$ cat config.mk
export PLATFORM = sky130hd
export DESIGN_NAME = autosym_restrict_eval
export DESIGN_NICKNAME = d
export VERILOG_FILES = /design/src/rtl/autosym_pkg.sv /design/src/rtl/autosym_lin_compress.sv /design/src/rtl/autosym_restrict_eval.sv
export SDC_FILE = /design/constraint.sdc
export NUM_CORES = 1
export LEC_CHECK = 0
export CORE_AREA = 5 5 92 94
export CTS_CLUSTER_DIAMETER = 40
export CTS_CLUSTER_SIZE = 25
export DETAILED_ROUTE_END_ITERATION = 10
export DIE_AREA = 0 0 97 99
export PLACE_DENSITY = 0.62
export RECOVER_POWER = 50
export SLEW_MARGIN = 0
export SYNTH_ARGS = -nofsm -noshare
export SYNTH_HDL_FRONTEND = slang
export SYNTH_SLANG_ARGS = --single-unit
$ cat constraint.sdc
create_clock -name clk -period 4.7 [get_ports clk]
set_input_delay 0.47 -clock clk [delete_from_list [all_inputs] [get_ports clk]]
set_output_delay 0.47 -clock clk [all_outputs]
set_load 0.02 [all_outputs]
$ cat src/rtl/autosym_pkg.sv
// Shared types and sizing helpers for the autosymmetric restriction evaluator.
package autosym_pkg;

   typedef enum logic [1:0] {
      OP_WROW   = 2'd0,
      OP_WTAB   = 2'd1,
      OP_COMMIT = 2'd2,
      OP_CLEAR  = 2'd3
   } cfg_op_e;

   typedef enum logic {
      ST_CFG = 1'b0,
      ST_RUN = 1'b1
   } state_e;

   // Number of cfg_data-wide words needed to hold the 2^k-entry truth table.
   function automatic int tab_words(input int k, input int w);
      return ((1 << k) + w - 1) / w;
   endfunction

endpackage

$ cat src/rtl/autosym_lin_compress.sv
// GF(2) matrix-vector product: z[r] is the parity of the x bits selected by row r of A.
module autosym_lin_compress #(
   parameter int N_IN  = 6,
   parameter int K_RED = 4
) (
   input  logic [K_RED*N_IN-1:0] a,
   input  logic [N_IN-1:0]       x,
   output logic [K_RED-1:0]      z
);

   always_comb begin
      z = '0;
      for (int r = 0; r < K_RED; r++) begin
         z[r] = ^(a[r*N_IN +: N_IN] & x);
      end
   end

endmodule

$ cat src/rtl/autosym_restrict_eval.sv
// Streaming evaluator y = g(A·x): runtime-loaded GF(2) compression matrix and truth table,
// config FSM (CFG/RUN) and a two-stage valid/ready pipeline.
module autosym_restrict_eval
   import autosym_pkg::*;
#(
   parameter int N_IN  = 6,
   parameter int K_RED = 4,
   parameter int CFG_W = 32
) (
   input  logic              clk,
   input  logic              rst,
   input  logic              cfg_valid,
   output logic              cfg_ready,
   input  logic [1:0]        cfg_op,
   input  logic [9:0]        cfg_addr,
   input  logic [CFG_W-1:0]  cfg_data,
   output logic              cfg_err,
   output logic              running,
   input  logic              in_valid,
   output logic              in_ready,
   input  logic [N_IN-1:0]   in_x,
   output logic              out_valid,
   input  logic              out_ready,
   output logic              out_y,
   output logic [K_RED-1:0]  out_z
);

   localparam int TW          = tab_words(K_RED, CFG_W);
   localparam int TAB_ENTRIES = 1 << K_RED;

   // Handshakes: a transfer happens on a rising edge where valid && ready are both high;
   // valid never depends on ready, and a stalled producer holds its payload stable.

   state_e               state_q, state_d;
   cfg_op_e              op;
   logic [N_IN-1:0]      a_q   [K_RED];
   logic [CFG_W-1:0]     tab_q [TW];
   logic [K_RED*N_IN-1:0] a_flat;
   logic [K_RED-1:0]     z_comb;
   logic [K_RED-1:0]     s1_z;
   logic                 s1_valid;
   logic                 s1_adv, s2_adv, in_fire;
   logic                 clear_req, drained, cfg_fire;
   logic                 row_ok, tab_ok, y_lk;

   assign op        = cfg_op_e'(cfg_op);
   assign running   = (state_q == ST_RUN);
   assign drained   = !s1_valid && !out_valid;
   // CLEAR during RUN waits for both stages to empty and blocks new input meanwhile.
   assign clear_req = running && cfg_valid && (op == OP_CLEAR);
   assign cfg_ready = !clear_req || drained;
   assign cfg_fire  = cfg_valid && cfg_ready;
   assign row_ok    = (cfg_addr < 10'(K_RED));
   assign tab_ok    = (cfg_addr < 10'(TW));

   assign s2_adv    = !out_valid || out_ready;
   assign s1_adv    = !s1_valid || s2_adv;
   assign in_ready  = running && !clear_req && s1_adv;
   assign in_fire   = in_valid && in_ready;

   always_comb begin
      a_flat = '0;
      for (int r = 0; r < K_RED; r++) begin
         a_flat[r*N_IN +: N_IN] = a_q[r];
      end
   end

   autosym_lin_compress #(
      .N_IN  (N_IN),
      .K_RED (K_RED)
   ) u_compress (
      .a (a_flat),
      .x (in_x),
      .z (z_comb)
   );

   always_comb begin
      y_lk = 1'b0;
      for (int i = 0; i < TAB_ENTRIES; i++) begin
         if (s1_z == K_RED'(i)) y_lk = tab_q[i / CFG_W][i % CFG_W];
      end
   end

   always_comb begin
      state_d = state_q;
      case (state_q)
         ST_CFG:  if (cfg_fire && op == OP_COMMIT) state_d = ST_RUN;
         ST_RUN:  if (cfg_fire && op == OP_CLEAR)  state_d = ST_CFG;
         default: state_d = ST_CFG;
      endcase
   end

   always_ff @(posedge clk) begin
      if (rst) state_q <= ST_CFG;
      else     state_q <= state_d;
   end

   always_ff @(posedge clk) begin
      if (rst) begin
         cfg_err <= 1'b0;
         for (int r = 0; r < K_RED; r++) a_q[r] <= '0;
         for (int w = 0; w < TW; w++) tab_q[w] <= '0;
      end else if (cfg_fire) begin
         if (op == OP_CLEAR) begin
            cfg_err <= 1'b0;
            for (int r = 0; r < K_RED; r++) a_q[r] <= '0;
            for (int w = 0; w < TW; w++) tab_q[w] <= '0;
         end else if (running) begin
            cfg_err <= 1'b1;
         end else if (op == OP_WROW) begin
            if (!row_ok) cfg_err <= 1'b1;
            for (int r = 0; r < K_RED; r++) begin
               if (cfg_addr == 10'(r)) a_q[r] <= cfg_data[N_IN-1:0];
            end
         end else if (op == OP_WTAB) begin
            if (!tab_ok) cfg_err <= 1'b1;
            for (int w = 0; w < TW; w++) begin
               if (cfg_addr == 10'(w)) tab_q[w] <= cfg_data;
            end
         end
      end
   end

   always_ff @(posedge clk) begin
      if (rst) begin
         s1_valid  <= 1'b0;
         s1_z      <= '0;
         out_valid <= 1'b0;
         out_y     <= 1'b0;
         out_z     <= '0;
      end else begin
         if (s1_adv) begin
            s1_valid <= in_fire;
            if (in_fire) s1_z <= z_comb;
         end
         // Output payload only moves when a new result arrives, so it holds while idle.
         if (s2_adv) begin
            out_valid <= s1_valid;
            if (s1_valid) begin
               out_y <= y_lk;
               out_z <= s1_z;
            end
         end
      end
   end

endmodule
After elaboration in Yosys (flattened, before gate mapping)
Memory sizes are Yosys's and may differ from the RTL's.
Index checks and enable logic that the tools add are counted.
{ "word_totals": {"n_memories": 2, "out_inout_bits": 10, "reg_bits": 13, "ram_bits": 56, "input_bits": 55} }
{ "mem_list": {"columns": ["name", "words", "word_bits", "read_ports", "rd_clocked_by_memory_dff", "write_ports", "line", "rtl"], "rows": [
  ["tab_q", 1, 32, 1, 0, 1, "autosym_restrict_eval.sv:37", "logic [CFG_W-1:0] tab_q [TW];"],
  ["a_q", 4, 6, 4, 0, 4, "autosym_restrict_eval.sv:36", "logic [N_IN-1:0] a_q [K_RED];"]
]} }
{ "op_classes": {"n_mux": 78, "reduce_logical": 28, "n_lt_le_gt_ge": 2, "n_eq_ne": 23, "n_bitwise": 13} }
{ "op_table": {"columns": ["op", "n"], "rows": [
  ["1-bit two-way mux", 67],
  ["32-bit two-way mux", 2],
  ["32-bit OR reduction", 2],
  ["6-bit two-way mux", 8],
  ["4-bit == test (second input constant)", 8],
  ["6-bit bitwise AND", 4],
  ["6-bit XOR reduction", 4],
  ["10-bit by 2-bit == test with 1-bit output (second input constant)", 2],
  ["4-bit by 3-bit == test with 1-bit output (second input constant)", 4],
  ["10-bit by 1-bit == test with 1-bit output (second input constant)", 1],
  ["10-bit logical NOT", 1],
  ["10-bit by 1-bit less-than comparator with 1-bit output (second input constant)", 1],
  ["10-bit by 3-bit less-than comparator with 1-bit output (second input constant)", 1],
  ["1-bit logical AND", 9],
  ["4-bit by 2-bit == test with 1-bit output (second input constant)", 2],
  ["1-bit bitwise OR", 8],
  ["2-bit == test (second input constant)", 2],
  ["4-bit by 1-bit == test with 1-bit output (second input constant)", 1],
  ["4-bit logical NOT", 1],
  ["4-bit by 2-bit inequality test with 1-bit output (second input constant)", 1],
  ["4-bit inequality test (second input constant)", 1],
  ["2-bit AND reduction", 2],
  ["4-bit AND reduction", 1],
  ["4-bit nonzero test", 1],
  ["6 further kinds", 10]
]} }

Longest topological paths before layout
Gate-level depths: netlist of run 1.
{ "depth": {"word_depth": 17, "mapped_depth": 7} }

Modules after synthesis
From an unflattened synthesis of run 1, not the netlist that was laid out.
{ "unflattened": {"cells_unflattened": 242, "hier_area_um2": 2761.4} }
{ "modules_own_cells": {"columns": ["mod", "seq_area_each_um2", "cells_each", "area_per_inst_um2", "instances"], "rows": [
  ["autosym_restrict_eval", 1401.3, 202, 2446.1, 1],
  ["autosym_lin_compress", 0.0, 40, 315.3, 1]
]} }

Least setup slack after synthesis of run 1
No wires, ideal clock.
{ "synth_timing": {"path_type": "input to register", "from": "input cfg_op[0]", "to": "memory a_q[0][0], enable pin", "setup_slack_ps": 2448, "n_path_buf": 0, "setup_time_ps": 380, "arrival_ps": 1873, "stages": 4, "cell_sequence": "ha_1 -> nor4bb_1 -> nand3_1 -> o31ai_1"} }
{ "synth_rtl": {"columns": ["element", "line", "rtl"], "rows": [
  ["start, declared", "autosym_restrict_eval.sv:14", "input logic [1:0] cfg_op,"],
  ["end, declared", "autosym_restrict_eval.sv:36", null]
]} }

Worst setup path after layout of run 1
{ "layout_timing": {"from": "input rst", "to": "memory tab_q[0][15], enable pin"} }
{ "layout_via": {"elab_chain_cells": 5} }
{ "layout_lines": {"columns": ["element", "line", "rtl"], "rows": [
  ["start, declared", "autosym_restrict_eval.sv:11", "input logic rst,"],
  ["1-bit two-way mux", "autosym_restrict_eval.sv:99", "if (rst) begin"],
  ["1-bit two-way mux (not written as such)", "autosym_restrict_eval.sv:107", "for (int w = 0; w < TW; w++) tab_q[w] <= '0;"],
  ["32-bit OR reduction (no source line)", null, null],
  ["1-bit two-way mux (no source line)", null, null],
  ["1-bit two-way mux (no source line) *", null, null],
  ["end, declared", "autosym_restrict_eval.sv:37", null]
]} }
Every way passes the cells marked *; elsewhere a longest branch is shown, timed or not.

==> summary.txt, run 1 <==
Status
  – Outcome: finished, final reports clean

Yosys
  – Flops & latches, synth: 53
  – Mapped cell area: 2690 sq um
  – Gate Count Post-Synth: 239
  – Synth top area cells: edfxtp_1, dfxtp_1, and2_1
  – Sequential area share after synthesis: 0.521
  – Post-synth cell types: 42
  – Yosys top cell by area: edfxtp_1
  – Total of warnings raised by yosys: 0
  – Post-synth ARST share: 0
  – Top FF cell, synth: edfxtp_1
  – Synthesized area per cell: 11.2 sq um
  – Post-synth EDFFs: 34
  – Yosys top cell area share: 0.380
  – Net Count, Synth: 299

Drt
  – Routed vias/inst: 4.84
  – Via count: 1893
  – Routed Antenna Nets: 0
  – Avg WL per Cell: 13.7 um
  – TritonRoute pass-1 iters: 4
  – DRT Wirelength: 5360 um
  – Drc violations: 0
  – Initial DRC Count: 80

Setup path
  – Setup crit start kind: primary input
  – CP startpoint: rst
  – FF-to-FF path depth: 5
  – CP max FO: 24
  – R2r startpoint: running
  – Critical path arrival: 3390 ps
  – Crit path capture type: register
  – Crit path kind: in -> reg
  – Reg2reg end: tab_q[0][15]
  – Critical Path RT: 4640 ps
  – R2r setup slk: 2200 ps

Run
  – Max-cap violations: 0

Clock network
  – CTS buffer count: 5
  – CTS clk-pin slew, worst paths: 90 ps
  – H-tree Lvls: 2
  – Root Driver: clkbuf_8
  – Hold Buf Count CTS: 0
  – Clock Sinks: 53
  – Post-CTS sizing: 0
  – CTS tree: yes
  – CTS Buffer Depth: 2
  – Postcts setup bufs: 0
  – Clock latency on the worst-skew pair: 310 ps

Timing
  – Final Max Tran Viols: 0
  – Hold Fails Final Rpt: 0
  – # setup viols final: 0
  – Slew headroom: 0.247
  – Post-Route Setup TNS: 0 ps
  – Hold slack: 473 ps
  – RSZ-0062 raised after global routing: false
  – Slew @ Worst Pin: 1130 ps
  – Final cycle utilization of the critical path: 0.734
  – Max Fclk: 290 MHz
  – Setup WS post-layout: 1250 ps
  – Crit path time final: 3450 ps
  – Fin Clk Skew: 8.67 ps

Cells and area
  – ANT cells: 0
  – Layout cell share with drive strength beyond 1: 0.0554
  – Area Growth Syn to Fin: 24.0%
  – Final instance area: 3330 sq um
  – Final Net Count: 348
  – Non-Filler Instances: 391
  – Final Util: 0.440

Min path
  – Worst min path class: reg -> reg
  – Worst hold start: a_q[2][2]
  – Cells on Worst Hold Path: 2
  – Worst Hold End: a_q[2][2]

Die
  – Boundary pin count: 65
  – Die Ht: 99 um
  – Core area: 7570 sq um
  – Die X: 97 um
  – Initial core utilization: 0.355
  – Die ar.: 9600 sq um
  – Row count: 32

Placed design
  – Count of buffers from port buffering: 48
  – GP Congestion: 0.760
  – Final HPWL DP: 4120 um
  – Worst slack, placed: 1500 ps
  – Post-placement cell area: 3260 sq um
  – Placed cell count: 383

GRT
  – Gr busiest metal: met2
  – Met2 usage: 0.203
  – Met3 usage: 0.0241
  – Global-route wire length before repair: 9110 um
  – Global routing usage on met1: 0.146
  – Tot GR Track Use: 0.119
  – Largest net degree at the start of global routing: 25
  – Initial antenna violation count: 0
  – Total congestion overflow: 0
  – Number of global-route vias before repair: 1933

Power and ir drop
  – P_leak: 1.22 nW
  – Total power: 878 uW
  – VDD IR max: 0.0983 mV
  – Cell Pwr Density: 263 nW/um^2
[critical path, stage by stage]
cell and delay, ps:
dlygate4sd3_1 530, clkbuf_1 460, nor4b_1 410, nand4_1 140
nor3b_1 210, clkbuf_1 480, nand2b_1 680
[layout by cell type (no fill, tap or decap), drive strengths merged, types with 7 or more instances in the layout]
cell	count
a21oi	7
clkbuf	7
nand3	8
dfxtp	19
dlygate4sd3	11
inv	8
xnor2	8
and2	34
nor2	12
clkdlybuf4s50	37
edfxtp	34
mux2i	9
nand2	34
[metal layers]
metal | vias up | share of wire
met1 | 899 | 0.45
met3 | 7 | 0.044
met2 | 45 | 0.49
li1 | 942 | -
met4 | 0 | 0.017
met5 | - | 0
[cells in the mapped netlist (all sizes together), types with 5 or more instances]
master  count
inv         7
and2       34
nor3b       6
mux2i       9
xnor2       8
nand2      34
nor2       12
ha          5
edfxtp     34
a21oi       7
dfxtp      19
a211oi      5
nand3       8
[power by group]
part / total, mW / leakage, nW / internal [mW] / switching [mW]
logic: 0.102 / 0.670 / 0.0565 / 0.0459
clock network: 0.256 / 0.0445 / 0.106 / 0.150
registers: 0.519 / 0.506 / 0.511 / 0.00845
[kinds of logic after synthesis]
| group | after synthesis | share of synthesized area |
|---|---|---|
| multiplexers | 11 | 0.0503 |
| AO/OA/AOI/OAI | 22 | 0.0582 |
| buffers and inverters | 15 | 0.0275 |
| AND/OR/NAND/NOR | 117 | 0.247 |
| XOR/XNOR | 16 | 0.0726 |
| adder cells (fa/ha/maj) | 5 | 0.0233 |
| flip-flops | 53 | 0.521 |
[registers in the layout (all words and copies together), names as in the netlist]
name / cells
cfg_err: 1
s1_z: 4
tab_q: 16
out_valid: 1
a_q: 24
running: 1
s1_valid: 1
out_y: 1
out_z: 4
[worst max path at each step]
stage / slack (ps) / endpoint / depth (start not counted)
CTS: 1830 / a_q[1][5] / 7
finish: 1250 / tab_q[0][15] / 7
global route: 900 / tab_q[0][0] / 7
global placement: 1530 / a_q[1][4] / 6
detailed placement: 1500 / a_q[1][5] / 7
floorplan: 2450 / a_q[0][0] / 4
[cell type report]
type,instances,area (sq um)
inverter,7,26.3
clock buffer,5,68.8
timing repair buffer,50,488
clock inverter,3,21.3
tap,102,128
fill,701,4230
sequential,53,1400
multi-input combinational,171,1200
Power figures use the tool's default switching activity.
==> run 2: changes to the inputs <==
--- a/config.mk
+++ b/config.mk
@@ -10,7 +10,7 @@
 export CTS_CLUSTER_SIZE = 25
 export DETAILED_ROUTE_END_ITERATION = 10
 export DIE_AREA = 0 0 97 99
-export PLACE_DENSITY = 0.62
+export PLACE_DENSITY = 0.64
 export RECOVER_POWER = 50
 export SLEW_MARGIN = 0
 export SYNTH_ARGS = -nofsm -noshare
==> constraint.sdc (replaced) <==
create_clock -name clk -period 3 [get_ports clk]
set_input_delay 0.3 -clock clk [delete_from_list [all_inputs] [get_ports clk]]
set_output_delay 0.3 -clock clk [all_outputs]
set_load 0.02 [all_outputs]
==> run 2 against run 1 <==
Compared with the run above: sequential share of layout area down 0.20 points; sequential cell count unchanged; design area up 0.49%; via count down 1.4%; global-route usage down 0.65 points; clock power up 51%; critical path type unchanged; routed wire length down 1.7%; first-iteration DRC count down 13%; hold slack worse by 2.1 ps; final cell count up 0.77%; sequential power up 57%.
==> summary.txt, run 2 (synthesis gave the netlist of run 1 again) <==
Min path
  – Worst min path class: reg -> reg (unchanged)

Cells and area
  – Area of the multi-input gates: 1200 sq um (unchanged)
  – Layout cell share with drive strength beyond 1: 0.0616 (was 0.0554)
  – Most common cell after layout, fill and taps aside: clkdlybuf4s50_1 (unchanged)
  – Fill cells: 705 (was 701)
  – Final instance area: 3350 sq um (was 3330 sq um)
  – Max reg flops: 24 (unchanged)
  – Reg area: 1400 sq um (unchanged)
  – Area Growth Syn to Fin: 24.6% (was 24.0%)
  – Top Registers: a_q (24), tab_q (16) (unchanged)
  – Non-Filler Instances: 394 (was 391)
  – Most frequent cells in the layout: clkdlybuf4s50_1, nand2_1, edfxtp_1 (unchanged)
  – Final Net Count: 351 (was 348)
  – ANT cells: 0 (unchanged)
  – Top reg by flops: a_q (unchanged)

GRT
  – Global-route wire length before repair: 8730 um (was 9110 um)
  – Initial antenna violation count: 0 (unchanged)
  – Largest net degree at the start of global routing: 24 (was 25)
  – Number of global-route vias before repair: 1889 (was 1933)
  – Tot GR Track Use: 0.112 (was 0.119)
  – Total congestion overflow: 0 (unchanged)

Timing
  – Slew @ Worst Pin: 1010 ps (was 1130 ps)
  – Slew headroom: 0.325 (was 0.247)
  – Setup WS post-layout: 398 ps (was 1250 ps)
  – Crit path time final: 2600 ps
  – Post-Route Setup TNS: 0 ps (unchanged)
  – Max Fclk: 384 MHz
  – Fin Clk Skew: 9.18 ps (was 8.67 ps)
  – Final Max Tran Viols: 0 (unchanged)
  – Final cycle utilization of the critical path: 0.867
  – # setup viols final: 0 (unchanged)
  – RSZ-0062 raised after global routing: false (unchanged)
  – Hold Fails Final Rpt: 0 (unchanged)

Clock network
  – CTS buffer count: 5 (unchanged)
  – Root Driver: clkbuf_8 (unchanged)
  – Clock latency on the worst-skew pair: 300 ps (was 310 ps)
  – H-tree Lvls: 2 (unchanged)
  – Hold Buf Count CTS: 0 (unchanged)
  – Postcts setup bufs: 0 (unchanged)
  – Clock Sinks: 53 (unchanged)
  – CTS clk-pin slew, worst paths: 80 ps (was 90 ps)
  – CTS Buffer Depth: 2 (unchanged)
  – Post-CTS sizing: 0 (unchanged)
  – CTS tree: yes (unchanged)

Drt
  – Routed vias/inst: 4.74 (was 4.84)
  – Avg WL per Cell: 13.4 um (was 13.7 um)
  – Routed Antenna Nets: 0 (unchanged)
  – Initial DRC Count: 70 (was 80)
  – Via count: 1867 (was 1893)
  – DRT Wirelength: 5270 um (was 5360 um)
  – Drc violations: 0 (unchanged)
  – TritonRoute pass-1 iters: 4 (unchanged)

Setup path
  – Setup crit start kind: primary input (unchanged)
  – Number of buffers and inverters on the critical path: 2 (was 3)
  – Critical Path End: a_q[3][4] (was tab_q[0][15])
  – CP startpoint: cfg_op[0] (was rst)
  – Critical path arrival: 2580 ps (was 3390 ps)
  – Crit path capture type: register (unchanged)
  – CP max FO: 7 (was 24)
  – FF-to-FF path depth: 4 (was 5)
  – R2r startpoint: running (unchanged)
  – Largest stage delay, worst path: 580 ps (was 680 ps)
  – Crit path max-delay family: simple AND/OR/NAND/NOR gates (was buffers and inverters)
  – Critical Path RT: 2980 ps (was 4640 ps)
  – Reg2reg end: a_q[3][4] (was tab_q[0][15])
  – Worst path slowest cell: dlygate4sd3_1 (was nand2b_1)
  – R2r setup slk: 860 ps (was 2200 ps)
  – Critical path depth: 7 (unchanged)
  – Cell-by-cell trace of the critical path: dlygate4sd3_1, inv_1, ha_1, nor4bb_1, nand3_1, and4bb_1, nand2b_1 (was dlygate4sd3_1, clkbuf_1, nor4b_1, nand4_1, nor3b_1, clkbuf_1, nand2b_1)
  – Crit path kind: in -> reg (unchanged)

Placed design
  – Placed cell count: 386 (was 383)
  – Worst slack, placed: 200 ps (was 1500 ps)
  – Post-placement cell area: 3290 sq um (was 3260 sq um)
  – GP Congestion: 0.821 (was 0.760)
  – Final HPWL DP: 4140 um (was 4120 um)
  – Count of buffers from port buffering: 48 (unchanged)

Die
  – Row count: 32 (unchanged)
  – Boundary pin count: 65 (unchanged)
  – Die X: 97 um (unchanged)
  – Core area: 7570 sq um (unchanged)
  – Die ar.: 9600 sq um (unchanged)
  – Die Ht: 99 um (unchanged)
  – Initial core utilization: 0.355 (unchanged)

Status
  – Outcome: finished, final reports clean (unchanged)

Power and ir drop
  – Cell Pwr Density: 407 nW/um^2 (was 263 nW/um^2)
  – Total power: 1.36 mW (was 878 uW)
  – P_leak: 1.24 nW (was 1.22 nW)
  – VDD IR max: 0.147 mV (was 0.0983 mV)

Run
  – Max-cap violations: 0 (unchanged)
==> run 2: changes by cell type in the layout (fill, tap and decap cells not counted), sizes merged <==
cell | before | now
buf | 0 | 2
clkinv | 1 | 0
clkbuf | 7 | 9
==> run 2: cell type report <==
type,count,share of cell area
Clock inverter,2,0.00411
Tap cell,102,0.0381
Inverter,7,0.00784
Timing Repair Buffer,53,0.152
Clock buffer,6,0.0217
Sequential cell,53,0.418
Multi-Input combinational cell,171,0.358
==> run 2: how the worst min path moves through the flow <==
stage | from | to | slack [ps] | cells after the start
floorplan | a_q[2][1] | a_q[2][1] | 430 | 2
global placement | a_q[2][1] | a_q[2][1] | 450 | 2
detailed placement | a_q[2][1] | a_q[2][1] | 450 | 2
CTS | a_q[2][1] | a_q[2][1] | 460 | 2
global route | a_q[2][3] | a_q[2][3] | 490 | 2
finish | a_q[2][3] | a_q[2][3] | 470 | 2
==> run 2: worst reg2reg max path, stage by stage (launching register included) <==
cell and delay (ps):
dfxtp_1 390, nor4bb_1 440, nand3_1 240, and4bb_1 430, nand2b_1 310
==> run 2: stage by stage <==
stage	hold slack (ps)	utilization
after global placement	448	0.434
final	471	0.443
after detailed placement	451	0.434
after global routing	487	0.443
after CTS	465	0.446
after floorplan	431	-
==> run 2: report_power, final <==
part           total, mW  switching (mW)  leakage, nW  internal (mW)
Clock              0.387           0.221       0.0417          0.165
Sequential         0.814          0.0135        0.506          0.800
Combinational      0.163          0.0724        0.691         0.0902
==> run 2: metal layers <==
layer / GRT usage / vias to the layer above / part of all wire
li1: - / 948 / -
met1: 0.137 / 864 / 0.46
met2: 0.199 / 49 / 0.49
met3: 0.0226 / 6 / 0.037
met4: 0.0356 / 0 / 0.012
met5: 0 / - / 0
==> variant 1: new RTL, flow settings as in run 1 <==
Register the output `cfg_err` once more, with the module's reset; this adds one clock of latency there. The other outputs are not delayed to match.
--- a/src/rtl/autosym_restrict_eval.sv
+++ b/src/rtl/autosym_restrict_eval.sv
@@ -27,6 +27,8 @@
 
    localparam int TW          = tab_words(K_RED, CFG_W);
    localparam int TAB_ENTRIES = 1 << K_RED;
+
+   logic cfg_err_s0;
 
    // Handshakes: a transfer happens on a rising edge where valid && ready are both high;
    // valid never depends on ready, and a stalled producer holds its payload stable.
@@ -97,23 +99,23 @@
 
    always_ff @(posedge clk) begin
       if (rst) begin
-         cfg_err <= 1'b0;
+         cfg_err_s0 <= 1'b0;
          for (int r = 0; r < K_RED; r++) a_q[r] <= '0;
          for (int w = 0; w < TW; w++) tab_q[w] <= '0;
       end else if (cfg_fire) begin
          if (op == OP_CLEAR) begin
-            cfg_err <= 1'b0;
+            cfg_err_s0 <= 1'b0;
             for (int r = 0; r < K_RED; r++) a_q[r] <= '0;
             for (int w = 0; w < TW; w++) tab_q[w] <= '0;
          end else if (running) begin
-            cfg_err <= 1'b1;
+            cfg_err_s0 <= 1'b1;
          end else if (op == OP_WROW) begin
-            if (!row_ok) cfg_err <= 1'b1;
+            if (!row_ok) cfg_err_s0 <= 1'b1;
             for (int r = 0; r < K_RED; r++) begin
                if (cfg_addr == 10'(r)) a_q[r] <= cfg_data[N_IN-1:0];
             end
          end else if (op == OP_WTAB) begin
-            if (!tab_ok) cfg_err <= 1'b1;
+            if (!tab_ok) cfg_err_s0 <= 1'b1;
             for (int w = 0; w < TW; w++) begin
                if (cfg_addr == 10'(w)) tab_q[w] <= cfg_data;
             end
@@ -144,4 +146,12 @@
       end
    end
 
+   always_ff @(posedge clk) begin
+      if (rst) begin
+         cfg_err <= '0;
+      end else begin
+         cfg_err <= cfg_err_s0;
+      end
+   end
+
 endmodule
Formal check against the unedited RTL: not equivalent (Yosys sat finds a counterexample within 4 cycles, from zero or initial values and one cycle with rst high).
==> variant 1 against run 1 <==
Area after synthesis is 0.65% higher. Non-clock buffer count is 2 lower. Total power is 0.57% lower. Final area is 0.26% higher. Routed wire length is 1.2% higher. Clock power is 3% lower. Setup slack better by 0.39 ns. Sequential cell count is 1 higher. Via count is 2.0% lower. Largest cell class unchanged.
==> variant 1: results (changes against run 1) <==
synth_warnings: 0  # unchanged
grt_pass1_vias: 1876  # -2.9%
grt_util_met2: 0.185  # -0.0186
top_layer: "met4"
grt_pass1_wl_um: 8990  # -1.3%
cts_max_level: 2  # unchanged
synth-edff-count: 34  # unchanged
async_flop_share: 0  # unchanged
fin_nets: 347  # -0.29%
postCtsSetupBuffers: 0  # unchanged
clkTransAtPathRegs_ns: 0.09  # about the same
synthTopCellsByArea: "edfxtp_1, dfxtp_1, nand2_1"
slew_headroom: 0.421  # +0.174
wl_met3_um: 214  # -8.9%
drive_gt1_frac: 0.0486  # -0.00675
cts_buffer_depth: 2  # unchanged
place.gp.congestion: 0.745  # -1.9%
num-fill-cells: 727  # +3.7%
port_buffers: 48  # unchanged
cts_made_buffers: 5  # unchanged
grt_antenna_before_repair: 0  # unchanged
dp.cells: 382  # -0.26%
skew_ns: 0.00539  # -0.00328 ns
crit_fanout: 17  # -29%
cpMaxStageDelayCell: "nand2b_1"
diodes: 0  # unchanged
wl_met2_um: 2480  # -6.2%
place_area_sq_um: 3270  # +0.27%
met1Wirelength_um: 2670  # +12%
use_met3: 0.0234  # -0.000708
syn_avg_cell_area_sq_um: 11.2  # -0.60%
cp.arrival_ns: 3.01  # -0.38 ns
dr.pass1.iters: 4  # unchanged
grt_usage: 0.117  # -0.00188
ys.flop_type: "edfxtp_1"
multiInputGateArea_sq_um: 1190  # -1.1%
final-instance-count-excl-fill: 390  # -0.26%
seq_area_frac_synth: 0.525  # +0.00402
grt_start_max_net_pins: 18  # -28%
power_leakage_nw: 1.19  # -2.5%
hp-class: "flop to flop"
pre_cts_ws_ns: 1.36  # -0.138 ns
syn_nets: 302  # +1.0%
max_stage_delay_ns: 0.62  # -0.06 ns
top_regs: "a_q (24), tab_q (16)"
ctsResizeCount: 0  # unchanged
avgViaCountPerCell: 4.76  # -1.8%
drt-total-wl_um: 5420  # +1.2%
grt.met1_usage: 0.159  # +0.0127
outcome: "completed"
yosysUniqueCellTypes: 40  # -4.8%
synth_common_cells: "nand2_1, edfxtp_1, and2_1"
drt_iter0_markers: 86  # +7.5%
ir_drop_mv: 0.111  # +13%
hpwl_um: 4250  # +3.3%
-- variant 1: cell type report --
cell class / instances / share of cell area
clock buffer: 5 / 0.0206
multi-input combinational: 167 / 0.355
inverter: 11 / 0.0124
timing repair buffer: 48 / 0.144
tap: 102 / 0.0382
clock inverter: 3 / 0.00487
sequential: 54 / 0.425
-- variant 1: worst paths after layout --
path                                             from                         to  slack (ns)  depth (start not counted)
worst max register to register  s1_valid$_SDFFE_PP0P_  tab_q[0][3]$_SDFFCE_PN0P_        2.24                          3
worst max-delay path                        cfg_op[0]  tab_q[0][3]$_SDFFCE_PN0P_        1.64                          5
worst min-delay path            out_z[0]$_SDFFE_PP0P_      out_z[0]$_SDFFE_PP0P_        0.46                          2
worst min register to register  out_z[0]$_SDFFE_PP0P_      out_z[0]$_SDFFE_PP0P_        0.46                          2
-- variant 1: power by group --
| part | switching [W] | internal, W |
|---|---|---|
| Clock | 0.000146 | 0.000102 |
| Sequential | 0.00000761 | 0.000518 |
| Combinational | 0.0000462 | 0.0000531 |
-- variant 1: critical path, delay by kind of cell --
family / cells / cell delay (ns)
fa+ha+maj: 1 / 0.33
buf+inv: 1 / 0.58
simple gates: 3 / 1.62
-- variant 1: cells by family (layout without fill, tap and decap cells) --
| logic type | count (synthesis) | in the layout | share of synthesized area |
|---|---|---|---|
| XOR/XNOR | 16 | 16 | 0.0722 |
| buffers and inverters | 21 | 67 | 0.0305 |
| multiplexers | 12 | 12 | 0.0583 |
| AND/OR/NAND/NOR | 112 | 112 | 0.240 |
| flip-flops | 54 | 54 | 0.525 |
| adder cells (fa/ha/maj) | 5 | 5 | 0.0231 |
| AO/OA/AOI/OAI | 22 | 22 | 0.0509 |
==> variant 2: new RTL, config.mk and constraints of run 1 <==
Made on the original files. `N_IN` is set to 6 in 2 places; all go to 12.
--- a/src/rtl/autosym_lin_compress.sv
+++ b/src/rtl/autosym_lin_compress.sv
@@ -1,6 +1,6 @@
 // GF(2) matrix-vector product: z[r] is the parity of the x bits selected by row r of A.
 module autosym_lin_compress #(
-   parameter int N_IN  = 6,
+   parameter int N_IN  = 12,
    parameter int K_RED = 4
 ) (
    input  logic [K_RED*N_IN-1:0] a,
--- a/src/rtl/autosym_restrict_eval.sv
+++ b/src/rtl/autosym_restrict_eval.sv
@@ -3,7 +3,7 @@
 module autosym_restrict_eval
    import autosym_pkg::*;
 #(
-   parameter int N_IN  = 6,
+   parameter int N_IN  = 12,
    parameter int K_RED = 4,
    parameter int CFG_W = 32
 ) (
Ports: changed (resized in_x); port bits go from 65 to 71. The function was not compared with the original's and may differ.
==> variant 2 against run 1 <==
Area after synthesis rose by 42%. Non-clock buffer count up 11. Routed wire length grew 48%. Setup slack improved by 0.59 ns. Cell count up 33%. Total power increased by 65%. Sequential cell count is 24 higher. Final area is 40% higher. Critical endpoint is now a_q[0][4]$_SDFFCE_PN0P_.
==> variant 2: results (changes against run 1) <==
met1Wirelength_um: 3540  # +48%
synthTopCellsByArea: "edfxtp_1, dfxtp_1, and2_1"
ir_drop_mv: 0.151  # +54%
power_leakage_nw: 1.67  # +37%
port_buffers: 54  # +13%
drt_iter0_markers: 95  # +19%
seq_area_frac_synth: 0.539  # +0.0177
skew_ns: 0.00900  # +0.000335 ns
cpMaxStageDelayCell: "dlygate4sd3_1"
drive_gt1_frac: 0.0692  # +0.0138
max_stage_delay_ns: 1.01  # +0.33 ns
rrSetupSlack_ns: 2.07  # -0.13 ns
fin_nets: 480  # +38%
top_regs: "a_q (48), tab_q (16)"
timing.hold.ws_ns: 0.459  # -0.0137 ns
p_sw_w: 0.000335  # +64%
syn_nets: 421  # +41%
dp.cells: 505  # +32%
cp.arrival_ns: 2.83  # -0.56 ns
wl_met3_um: 473  # +100%
comb_power_share: 0.099  # -0.018
power_w: 0.00145  # +65%
final-instance-count-excl-fill: 521  # +33%
hpwl_um: 5660  # +38%
synthAdderAreaFrac: 0.0164  # -0.00692
place_area_sq_um: 4480  # +37%
cts_made_buffers: 9  # +4
synth_common_cells: "nand2_1, and2_1, edfxtp_1"
grt_util_met2: 0.285  # +0.0817
clockRootBuffer: "clkbuf_8"
cts_buffer_depth: 2  # unchanged
grt.met1_usage: 0.231  # +0.0847
outcome: "completed"
drt-total-wl_um: 7930  # +48%
place.gp.congestion: 0.785  # +3.4%
fin_ws_ns: 1.84  # +0.591 ns
muxShareOfSynthArea: 0.0252  # -0.0251
p_clk_frac: 0.386  # +0.094
insertion_delay_ns: 0.35  # +0.04 ns
vias: 2581  # +36%
synth_compound_area_frac: 0.0579  # -0.000294
grt_pass1_wl_um: 13000  # +42%
wl_met2_um: 3820  # +44%
use_met3: 0.0446  # +0.0205
worst_slew_pin_slew_ns: 1.01  # -0.119 ns
crit_fanout: 18  # -25%
synth-edff-count: 52  # +53%
synthXorXnorAreaFrac: 0.106  # +0.0334
cts_max_level: 3  # +1
## variant 2: cell types whose count changed in the layout (fill, tap and decap cells not counted), sizes merged, moves of 5 or more
cell	before	now
and2	34	52
clkbuf	7	14
clkdlybuf4s50	37	43
dfxtp	19	25
edfxtp	34	52
mux2i	9	4
nand2	34	82
o21ai	1	18
xnor2	8	24
xor2	4	12
## variant 2: worst paths after layout
check	from	endpoint
worst max-delay path	rst	a_q[0][4]$_SDFFCE_PN0P_
worst min-delay path	a_q[2][10]$_SDFFE_PP0P_	a_q[2][10]$_SDFFE_PP0P_
worst max register to register	s1_valid$_SDFFE_PP0P_	a_q[0][4]$_SDFFCE_PN0P_
worst min register to register	a_q[2][10]$_SDFFE_PP0P_	a_q[2][10]$_SDFFE_PP0P_
## variant 2: layout make-up
class	instances	area, sq um
Timing Repair Buffer	61	574
Clock buffer	9	124
Fill cell	611	2890
Multi-Input combinational cell	261	1680
Clock inverter	7	97.6
Tap cell	102	128
Sequential cell	77	2060
Inverter	4	15.0
